File: src/rtl/ej32_prefetch_if.sv
// rtl/ej32_prefetch_if.sv - memory read bus between the eJ32 prefetch queue and instruction memory
interface ej32_prefetch_if #(
  parameter int A_W = 17
);
  logic           mem_req;
  logic [A_W-1:0] mem_a;
  logic           mem_ack;
  logic [7:0]     mem_d;

  modport master (
    output mem_req,
    output mem_a,
    input  mem_ack,
    input  mem_d
  );

  modport slave (
    input  mem_req,
    input  mem_a,
    output mem_ack,
    output mem_d
  );
endinterface

File: src/rtl/ej32_prefetch.sv
// rtl/ej32_prefetch.sv - eJ32 instruction byte prefetch queue with branch redirect
module ej32_prefetch #(
  parameter int             A_W   = 17,
  parameter logic [A_W-1:0] COLD  = '0,
  parameter int             DEPTH = 4
) (
  input  logic                  clk,
  input  logic                  rst,
  input  logic                  flush,
  input  logic [A_W-1:0]        flush_a,
  input  logic                  p_inc,
  output logic [7:0]            data,
  output logic                  vld,
  output logic [A_W-1:0]        pc,
  ej32_prefetch_if.master       bus
);

  localparam int PW = $clog2(DEPTH);
  localparam int CW = PW + 1;

  typedef enum logic [1:0] {
    IDLE = 2'd0,
    REQ  = 2'd1,
    DROP = 2'd2
  } state_t;

  state_t         state, state_nxt;
  logic [A_W-1:0] pc_q;
  logic [A_W-1:0] fa;
  logic [A_W-1:0] mem_a_q, mem_a_nxt;
  logic [PW-1:0]  head, tail;
  logic [CW-1:0]  count, count_nxt;
  logic [7:0]     queue [DEPTH];
  logic           push, pop, room;

  // Head byte and valid come straight from the queue; fetched data never bypasses it.
  assign vld         = (count != '0);
  assign data        = vld ? queue[head] : 8'h00;
  assign pc          = pc_q;
  assign bus.mem_a   = mem_a_q;
  assign bus.mem_req = (state == REQ) || (state == DROP);

  // Next state, request address and occupancy; a flush overrides any push or pop.
  always_comb begin
    state_nxt = state;
    mem_a_nxt = mem_a_q;
    push      = 1'b0;
    pop       = 1'b0;
    count_nxt = count;
    room      = 1'b0;
    if (flush) begin
      count_nxt = '0;
      case (state)
        IDLE: begin
          state_nxt = REQ;
          mem_a_nxt = flush_a;
        end
        REQ: begin
          if (bus.mem_ack) begin
            state_nxt = REQ;
            mem_a_nxt = flush_a;
          end else begin
            state_nxt = DROP;
          end
        end
        default: begin
          // A stale ack landing with the flush completes the drop immediately.
          if (bus.mem_ack) begin
            state_nxt = REQ;
            mem_a_nxt = flush_a;
          end else begin
            state_nxt = DROP;
          end
        end
      endcase
    end else begin
      pop       = p_inc && vld;
      push      = (state == REQ) && bus.mem_ack;
      count_nxt = count + CW'(push) - CW'(pop);
      room      = (count_nxt < CW'(DEPTH));
      case (state)
        IDLE: begin
          if (room) begin
            state_nxt = REQ;
            mem_a_nxt = fa;
          end
        end
        REQ: begin
          if (bus.mem_ack) begin
            if (room) begin
              state_nxt = REQ;
              mem_a_nxt = fa + 1'b1;
            end else begin
              state_nxt = IDLE;
            end
          end
        end
        default: begin
          if (bus.mem_ack) begin
            state_nxt = REQ;
            mem_a_nxt = fa;
          end
        end
      endcase
    end
  end

  // Queue storage, pointers and addresses; reset abandons any request in flight.
  always_ff @(posedge clk) begin
    if (!rst) begin
      state   <= IDLE;
      pc_q    <= COLD;
      fa      <= COLD;
      mem_a_q <= COLD;
      head    <= '0;
      tail    <= '0;
      count   <= '0;
      for (int i = 0; i < DEPTH; i++) begin
        queue[i] <= 8'h00;
      end
    end else begin
      state   <= state_nxt;
      mem_a_q <= mem_a_nxt;
      count   <= count_nxt;
      if (flush) begin
        head <= tail;
        pc_q <= flush_a;
        fa   <= flush_a;
      end else begin
        if (push) begin
          queue[tail] <= bus.mem_d;
          tail        <= tail + 1'b1;
          fa          <= fa + 1'b1;
        end
        if (pop) begin
          head <= head + 1'b1;
          pc_q <= pc_q + 1'b1;
        end
      end
    end
  end

endmodule

File: src/flat_wrapper.sv
// flat-port wrapper written by rule: the top's interface ports become plain ports
module ej32_prefetch_flat 
#(
  parameter int             A_W   = 17,
  parameter logic [A_W-1:0] COLD  = '0,
  parameter int             DEPTH = 4
)
  (clk, rst, flush, flush_a, p_inc, data, vld, pc, bus_mem_req, bus_mem_a, bus_mem_ack, bus_mem_d);
  ej32_prefetch_if #(.A_W(A_W)) bus_i ();
  input  logic clk;
  input  logic rst;
  input  logic flush;
  input  logic [A_W-1:0] flush_a;
  input  logic p_inc;
  output logic [7:0] data;
  output logic vld;
  output logic [A_W-1:0] pc;
  output wire logic [$bits(bus_i.mem_req)-1:0] bus_mem_req;
  output wire logic [$bits(bus_i.mem_a)-1:0] bus_mem_a;
  input wire logic [$bits(bus_i.mem_ack)-1:0] bus_mem_ack;
  input wire logic [$bits(bus_i.mem_d)-1:0] bus_mem_d;
  assign bus_mem_req = bus_i.mem_req;
  assign bus_mem_a = bus_i.mem_a;
  assign bus_i.mem_ack = bus_mem_ack;
  assign bus_i.mem_d = bus_mem_d;
  ej32_prefetch #(.A_W(A_W), .COLD(COLD), .DEPTH(DEPTH)) u_core (.clk(clk), .rst(rst), .flush(flush), .flush_a(flush_a), .p_inc(p_inc), .data(data), .vld(vld), .pc(pc), .bus(bus_i));
endmodule
File: config.mk
export PLATFORM = sky130hd
export DESIGN_NAME = ej32_prefetch_flat
export DESIGN_NICKNAME = d
export VERILOG_FILES = /design/src/rtl/ej32_prefetch_if.sv /design/src/rtl/ej32_prefetch.sv /design/src/flat_wrapper.sv
export SDC_FILE = /design/constraint.sdc
export NUM_CORES = 1
export LEC_CHECK = 0
export CAP_MARGIN = 20
export CORE_MARGIN = 5
export CORE_UTILIZATION = 55
export CTS_CLUSTER_SIZE = 20
export DETAILED_ROUTE_END_ITERATION = 8
export DONT_BUFFER_PORTS = 1
export GPL_ROUTABILITY_DRIVEN = 0
export PLACE_DENSITY = 0.69
export SYNTH_ARGS = -nofsm -noshare
export SYNTH_HDL_FRONTEND = slang
export SYNTH_SLANG_ARGS = --single-unit
export TNS_END_PERCENT = 30
File: constraint.sdc
create_clock -name clk -period 3.4 [get_ports clk]
set_clock_uncertainty 0.05 [all_clocks]
set_input_delay 0.17 -clock clk [delete_from_list [all_inputs] [get_ports clk]]
set_output_delay 0.17 -clock clk [all_outputs]
set_load 0.02 [all_outputs]
# --- Yosys cells after proc, flatten, opt, wreduce, memory -nomap -nowiden ---
# Memories as Yosys holds them, arrays and structs flattened. A register that Yosys moved wholly into a read port is not among the register bits.
# Index checks and enable logic that the tools add are counted.
word_totals:
  regBits: 60
  ramBits: 32
  wordCells: 71
  n_memories: 1
  in_bits: 30
  out_inout_bits: 44
classes:
  reduce_logical: 14
  n_addsub: 6
  mux: 35
  n_lt_le_gt_ge: 1
  eq_ne: 5
  bitwise_logic: 2
memory_table:
  columns: ["name", "words", "width", "rd", "rd_ports_with_merged_regs", "wr", "line", "text"]
  rows:
  - ["u_core.queue", 4, 8, 1, 1, 4, "ej32_prefetch.sv:33", "logic [7:0] queue [DEPTH];"]
op_table:
  columns: ["cell", "count"]
  rows:
  - ["2-to-1 mux 17 bit", 11]
  - ["adder 17 x 1 -> 17 bit, second input constant", 2]
  - ["case mux 17 bit (2 select lines)", 1]
  - ["2-to-1 mux 2 bit", 11]
  - ["2-to-1 mux 8 bit", 2]
  - ["2-to-1 mux 1 bit", 9]
  - ["OR reduction 8 bit", 1]
  - ["inequality test 3 bit, second input constant", 2]
  - ["nonzero test 2 bit", 3]
  - ["nonzero test 3 bit", 2]
  - ["adder 2 x 1 -> 2 bit, second input constant", 2]
  - ["case mux 2 bit (2 select lines)", 1]
  - ["AND reduction 4 bit", 1]
  - ["adder 3 x 1 -> 3 bit", 1]
  - ["less-than comparator 3 bit, second input constant", 1]
  - ["inequality test 3 x 2 -> 1 bit, second input constant", 1]
  - ["AND reduction 3 bit", 1]
  - ["subtractor 3 x 1 -> 3 bit", 1]
  - ["== test 2 x 1 -> 1 bit, second input constant", 1]
  - ["== test 2 bit, second input constant", 1]
  - ["logical AND 1 bit", 2]
  - ["logical NOT 2 bit", 1]
  - ["NOT 1 bit", 2]
  - ["AND reduction 2 bit", 1]
  - ["2 further kinds", 2]

# --- Depth between registers and ports, before layout ---
# Gate-level depths: netlist (run 1).
depth:
  depth_word: 9
  ltp_mapped: 11

# --- Worst setup path before layout (run 1) ---
# No wires, ideal clock.
synth_path:
  path_type: "register -> register"
  from: "reg u_core.count[2]"
  to: "reg u_core.mem_a_q[10], in the netlist u_core.bus.mem_a[10]"
  synth_period_minus_slack_ns: 2.943
  setup_time_ns: 0.061
  arrival_time_ns: 2.833
  path_slack_ns: 0.457
  stages_incl_launch_ff: 12
  path_cell_list: "dfxtp_1 o31ai_1 inv_1 ha_1 inv_1 ha_1 fa_1 xor3_1 or3_1 clkbuf_1 nand2_1 a32o_1"
synth_via:
  elab_chain_len: 6
  word_cells_on_any_way: 8
  classes_between: "2 x add/sub; 1 x order compare; 2 x eq/ne; 3 x reduce/logical"
synth_lines:
  columns: ["element", "line", "text"]
  rows:
  - ["start, declared", "ej32_prefetch.sv:32", "logic [CW-1:0] count, count_nxt;"]
  - ["start signal, assigned", "ej32_prefetch.sv:124", "count <= count_nxt;"]
  - ["branches (longest 2 deep; another with adder 3 x 1 -> 3 bit)", null, null]
  - ["subtractor 3 x 1 -> 3 bit (*)", "ej32_prefetch.sv:79", "count_nxt = count + CW'(push) - CW'(pop);"]
  - ["less-than comparator 3 bit (*)", "ej32_prefetch.sv:80", "room = (count_nxt < CW'(DEPTH));"]
  - ["inequality test 3 bit (no line) / inequality test 3 x 2 -> 1 bit (equally long branches)", null, null]
  - ["AND reduction 4 bit (no line) (*)", null, null]
  - ["end signal, assigned", "ej32_prefetch.sv:123", "mem_a_q <= mem_a_nxt;"]
  - ["end, declared", "ej32_prefetch.sv:30", "logic [A_W-1:0] mem_a_q, mem_a_nxt;"]
# Mark *: on every way between the ends.
# A chain may end at the register's enable or synchronous reset.

# --- Worst setup path in the final report (run 1) ---
layout_path:
  from: "reg u_core.count[2]"
  to: "reg u_core.mem_a_q[11], in the netlist u_core.bus.mem_a[11]"
# Same word-level chain as after synthesis.

==> results.json, run 1 <==
{
  "grt_max_degree": 28,
  "synth_cell_types": 49,
  "synth_seq_area_share_pct": 46.50,
  "cp_cell_sequence": "o31ai_1, inv_1, ha_1, inv_1, ha_1, fa_1, xor3_1, or3_1, nand2_1, a32o_1",
  "cts_sinks": 94,
  "crit-reg2reg-launch": "u_core.count[2]",
  "drt_wl_total_um": 11790,
  "antennaDiodeCount": 0,
  "max-slew-margin-rel_pct": 33.69,
  "crit_start": "u_core.count[2]",
  "area_growth_pct": 7.239,
  "ctsResizeCount": 0,
  "setup_viol_count_final": 0,
  "dpl_worst_slack_ns": 0.4765,
  "synth_cells": 501,
  "worstPathMaxFanout": 9,
  "synth_flop_cell": "dfxtp_1",
  "post-route-util_pct": 61.19,
  "dieHeight_um": 102.8,
  "dr.pass1.iters": 7,
  "synth-async-reset-ratio_pct": 0,
  "grt_usage_pct": 23.10,
  "dp_hpwl_um": 8226,
  "ys_seq_elements": 94,
  "layout_common_cells": "dfxtp_1, nand2_1, edfxtp_1",
  "drtAntennaViolNets": 0,
  "nets": 535,
  "r2r_slack_ns": 0.45,
  "hold_path.class": "in -> reg",
  "finalNonFillerCells": 607,
  "cts_max_path_buffers": 2,
  "mostFrequentLayoutCell": "dfxtp_1",
  "cts_tree": "yes",
  "ir_drop_uv": 239.9,
  "antenna_found_initial": 0,
  "nFillCells": 743,
  "dpl.cell_count": 581,
  "drc": 0,
  "critPathLaunchType": "flip-flop",
  "cap_violations": 0,
  "synth_edf_count": 32,
  "rsz0062_at_grt": "false",
  "path_class": "reg -> reg",
  "hold_viol_final": 0,
  "dieArea_um2": 10570,
  "p_per_area_nw_per_um2": 485.1,
  "cts_hold_buf": 11,
  "cts_max_level": 3,
  "post-route-period-util_pct": 86.86,
  "tightest_slew_ns": 0.9913,
  "die_w_um": 102.8,
  "clock_latency_ns": 0.36,
  "cpMaxStageDelayCell": "or3_1",
  "fin_tns_setup_ns": 0,
  "postPlaceCellArea_um2": 4782,
  "cts.clk_slew.worst_paths_ns": 0.09,
  "switchingPower_mw": 0.7423,
  "cts_buffers": 9,
  "comb_power_share_pct": 14.4,
  "sw_frac_of_total_pct": 30.13,
  "vias": 3802,
  "avgSynthCellArea_um2": 9.453,
  "wire_per_inst_um": 19.43,
  "status": "finished clean",
  "pin_count": 74,
  "final_layout_size_suffix_gt1_share_pct": 6.972,
  "slowest_delay_ns": 0.41,
  "end_kind": "flip-flop",
  "p_total_mw": 2.463,
  "start_util_pct": 57.06,
  "hold_slack_ns": 0.002284,
  "regArea_um2": 2202,
  "layout_setup_ws_ns": 0.4468,
  "slew_violations": 0,
  "post_cts_buffers": 0,
  "fin_crit_ns": 2.953,
  "grt_pass1_vias": 3581,
  "grt_first_pass_wirelength_um": 18810,
  "clock.fmax_mhz": 338.6,
  "leakagePower_nw": 1.843,
  "design_area_um2": 5079,
  "core_area_um2": 8299,
  "syn-num-nets": 538,
  "grt_overflow": 0,
  "power_frac_seq_pct": 55.9,
  "fp-row-count": 33,
  "io_buffers": 0,
  "multi_input_area_um2": 2295,
  "required_ns": 3.65,
  "worstHoldStart": "bus_mem_d[1]",
  "syn_area_um2": 4736,
  "yosysWarnings": 0,
  "drt-initial-drc-count": 300,
  "p_clk_share_pct": 29.6,
  "viasPerCell": 6.264,
  "internal_power_mw": 1.721,
  "crit_arrival_ns": 3.21,
  "cts-root-buf": "clkbuf_8"
}
state kept, by name (all words and copies together) (netlist names), named ones only:
signal	flops
u_core.queue	32
u_core.state	2
u_core.bus.mem_a	17
u_core.count	3
u_core.head	2
u_core.pc	17
u_core.fa	17
u_core.tail	2
layout make-up:
type	count	share of cell area, %
flip-flops and latches	94	43.36
repair buffers	19	3.351
well taps	105	2.587
inverters	25	1.848
clock buffers	9	2.439
multi-input cells	349	45.18
clock inverters	6	1.232
routing by layer:
layer	routed length (µm)	track usage [%]	up-vias
met5	0	0	-
met4	136	5.976	0
met3	1146	6.089	12
met2	4901	32.22	136
met1	5606	35.56	1819
li1	-	-	1835
power by group through the flow:
stage | sequential (mW) | combinational (mW) | clock [mW]
after CTS | 1.38 | 0.354 | 0.736
after floorplan | 1.36 | 0.289 | 0
after global placement | 1.40 | 0.327 | 0
after detailed placement | 1.40 | 0.335 | 0
after global routing | 1.39 | 0.396 | 0.795
final | 1.38 | 0.356 | 0.730
cells in the mapped netlist (2+ instances only):
cell type  count  share of area (%)
xor2_1         7                1.3
mux2i_1        5                1.1
mux4_2         8                3.8
clkbuf_1      20                1.6
nand2_1       36                2.9
o22ai_1        6               0.79
nor4_1        10                1.3
a31oi_1       15                2.0
o211ai_1       2               0.32
nor2_1        29                2.3
nand3_1       17                1.8
buf_1          4               0.32
o21a_1         3               0.48
o21ai_0       28                3.0
edfxtp_1      32                 20
buf_2          4               0.42
a21oi_1       28                3.0
nand2b_1      10                1.3
or4_1          9                1.4
xnor2_1       17                3.1
ha_1           6                1.6
nand4_1       15                2.0
inv_1         25                2.0
nor3_1        16                1.7
and3_1         8                1.1
and2_1        17                2.2
and4_1         2               0.37
a32o_1         8                1.7
or3_1         15                2.0
a21o_1         2               0.32
dfxtp_1       62                 26
nor2b_1        4               0.53
buf_4          4               0.63
o31ai_1       12                1.9
cell families (layout without fill, tap and decap cells):
kind of cell,after synthesis,in the layout,share of synthesized area [%]
adder cells (fa/ha/maj),7,7,2.008
flip-flops,94,94,46.50
multiplexers,14,14,5.099
AO/OA/AOI/OAI,109,109,14.40
AND/OR/NAND/NOR,194,194,22.01
buffers and inverters,58,59,5.046
XOR/XNOR,25,25,4.940
worst max-delay path, delay by kind of cell (launching register included):
kind	cells	cell delay (ns)
and+or+nand+nor	2	0.71
buffers and inverters	2	0.12
xor gates and xnor gates	1	0.28
AOI/OAI and AO/OA	2	0.53
adders and majority gates	3	0.86
DFF	1	0.35
worst paths after layout:
kind                     endpoint  cells past startpoint
max reg2reg  u_core.bus.mem_a[11]                     10
min reg2reg       u_core.state[0]                      2
min            u_core.queue[0][1]                      1
max          u_core.bus.mem_a[11]                     10
Note: power is estimated with default switching activity, not from simulation.
==> run 2: changes to the inputs <==
--- a/config.mk
+++ b/config.mk
@@ -5,14 +5,15 @@
 export SDC_FILE = /design/constraint.sdc
 export NUM_CORES = 1
 export LEC_CHECK = 0
+export BUFFER_PORTS_ARGS = -buffer_cell sky130_fd_sc_hd__buf_2
 export CAP_MARGIN = 20
 export CORE_MARGIN = 5
 export CORE_UTILIZATION = 55
+export CTS_CLUSTER_DIAMETER = 150
 export CTS_CLUSTER_SIZE = 20
 export DETAILED_ROUTE_END_ITERATION = 8
-export DONT_BUFFER_PORTS = 1
 export GPL_ROUTABILITY_DRIVEN = 0
-export PLACE_DENSITY = 0.69
+export PLACE_DENSITY = 0.77
 export SYNTH_ARGS = -nofsm -noshare
 export SYNTH_HDL_FRONTEND = slang
 export SYNTH_SLANG_ARGS = --single-unit
==> run 2 against run 1 <==
  * Non-clock buffer count increased by 65
  * Critical path depth unchanged
  * Die area unchanged
  * Largest cell class unchanged
  * Critical path type unchanged
  * Register-to-register slack about the same
  * Total power increased by 4.1%
  * Sequential share of layout area decreased by 2.4 points
  * Maximum frequency increased by 0.22%
  * Wire length increased by 1.3%
  * Final cell count increased by 11%
  * Critical endpoint is now u_core.bus.mem_a[9]
==> results.json, run 2 (synthesis gave the netlist of run 1 again) <==
{
  "cts-root-buf": "clkbuf_8",
  "hold_viol_final": 0,
  "crit_arrival_ns": 3.21,
  "dieArea_um2": 10570,
  "cap_violations": 0,
  "drt_wl_total_um": 11950,
  "reg2regPathDepth": 10,
  "grt_first_pass_wirelength_um": 18910,
  "required_ns": 3.66,
  "fin_crit_ns": 2.947,
  "rsz0062_at_grt": "false",
  "tightest_slew_ns": 0.7093,
  "die_w_um": 102.8,
  "path_class": "reg -> reg",
  "core_area_um2": 8299,
  "wire_per_inst_um": 17.75,
  "p_total_mw": 2.564,
  "cts_tree": "yes",
  "fin_tns_setup_ns": 0,
  "cts_max_path_buffers": 2,
  "io_buffers": 73,
  "start_util_pct": 57.06,
  "clock_latency_ns": 0.38,
  "crit-reg2reg-launch": "u_core.count[2]",
  "nFillCells": 708,
  "dr.pass1.iters": 5,
  "cts_hold_buf": 0,
  "status": "finished clean",
  "dpl.cell_count": 657,
  "slew_violations": 0,
  "area_growth_pct": 13.47,
  "end_kind": "flip-flop",
  "post_cts_buffers": 0,
  "cts_sinks": 94,
  "mostFrequentLayoutCell": "buf_2",
  "critPathLaunchType": "flip-flop",
  "p_per_area_nw_per_um2": 477.1,
  "pin_count": 74,
  "viasPerCell": 6.088,
  "min_path_cells": 2,
  "antenna_found_initial": 0,
  "cts_max_level": 3,
  "worstHoldStart": "bus_mem_d[0]",
  "cts_buffers": 9,
  "finalNonFillerCells": 673,
  "ir_drop_uv": 264.6,
  "leakagePower_nw": 2.156,
  "layout_common_cells": "buf_2, dfxtp_1, nand2_1",
  "dieHeight_um": 102.8,
  "hold_path.class": "in -> reg",
  "max-slew-margin-rel_pct": 52.11,
  "fp-row-count": 33,
  "post-route-util_pct": 64.75,
  "multi_input_area_um2": 2295,
  "ctsResizeCount": 0,
  "grt_max_degree": 43,
  "grt_overflow": 0,
  "largest_reg_flops": 32,
  "top_register": "u_core.queue",
  "grt_usage_pct": 23.24,
  "regArea_um2": 2202,
  "vias": 4097,
  "post-route-period-util_pct": 86.67,
  "nets": 600,
  "grt_pass1_vias": 3869,
  "r2r_slack_ns": 0.45,
  "worstPathMaxFanout": 9,
  "drc": 0,
  "crit_start": "u_core.count[2]",
  "cts.clk_slew.worst_paths_ns": 0.10,
  "drt-initial-drc-count": 286,
  "dp_hpwl_um": 8751,
  "antennaDiodeCount": 0,
  "final_layout_size_suffix_gt1_share_pct": 19.89,
  "whs_endpoint": "u_core.queue[0][0]",
  "drtAntennaViolNets": 0,
  "setup_viol_count_final": 0,
  "clock.fmax_mhz": 339.3,
  "timing.rr.end": "u_core.bus.mem_a[9]"
}
-- run 2: cell type report --
class                           instances  area share (%)
Multi-Input combinational cell        349           42.70
Clock buffer                            9           2.305
Clock inverter                          7           1.490
Sequential cell                        94           40.98
Tap cell                              105           2.445
Inverter                               25           1.746
Timing Repair Buffer                   84           8.335
-- run 2: metrics by stage --
step           area, µm²  setup WS (ns)  hold slack (ns)
3_3_place_gp        5170         0.5949           0.4135
4_1_cts             5374         0.4600          0.02428
5_1_grt             5374         0.2285          0.03368
2_1_floorplan       4736         0.4569           0.3033
3_5_place_dp        5170         0.4804           0.4210
6_report            5374         0.4531          0.03164
-- run 2: worst max-delay path: stages (launching register included) --
cell and delay (ns):
dfxtp_1 0.36, o31ai_1 0.30, inv_1 0.09, ha_1 0.28, inv_1 0.04, ha_1 0.20, fa_1 0.38, xor3_1 0.28
or3_1 0.41, nand2_1 0.29, a32o_1 0.21
-- run 2: how the worst max path moves through the flow --
stage                           endpoint  depth (start not counted)
finish               u_core.bus.mem_a[9]                         10
global route        u_core.bus.mem_a[12]                         10
CTS                  u_core.bus.mem_a[9]                         10
detailed placement   u_core.bus.mem_a[9]                         10
global placement    u_core.bus.mem_a[15]                         10
floorplan           u_core.bus.mem_a[10]                         11
-- run 2: power by group --
part	switching, mW	total, mW	internal [mW]
registers	0.0807	1.32	1.24
clock network	0.420	0.770	0.350
logic	0.289	0.471	0.183
-- run 2: per-layer routing --
| metal | GRT usage [%] | vias up | routed length (µm) |
|---|---|---|---|
| met5 | 0 | - | 0 |
| met4 | 9.861 | 0 | 307 |
| met3 | 4.127 | 24 | 871 |
| met2 | 35.55 | 169 | 5544 |
| met1 | 32.67 | 1938 | 5222 |
| li1 | - | 1966 | - |
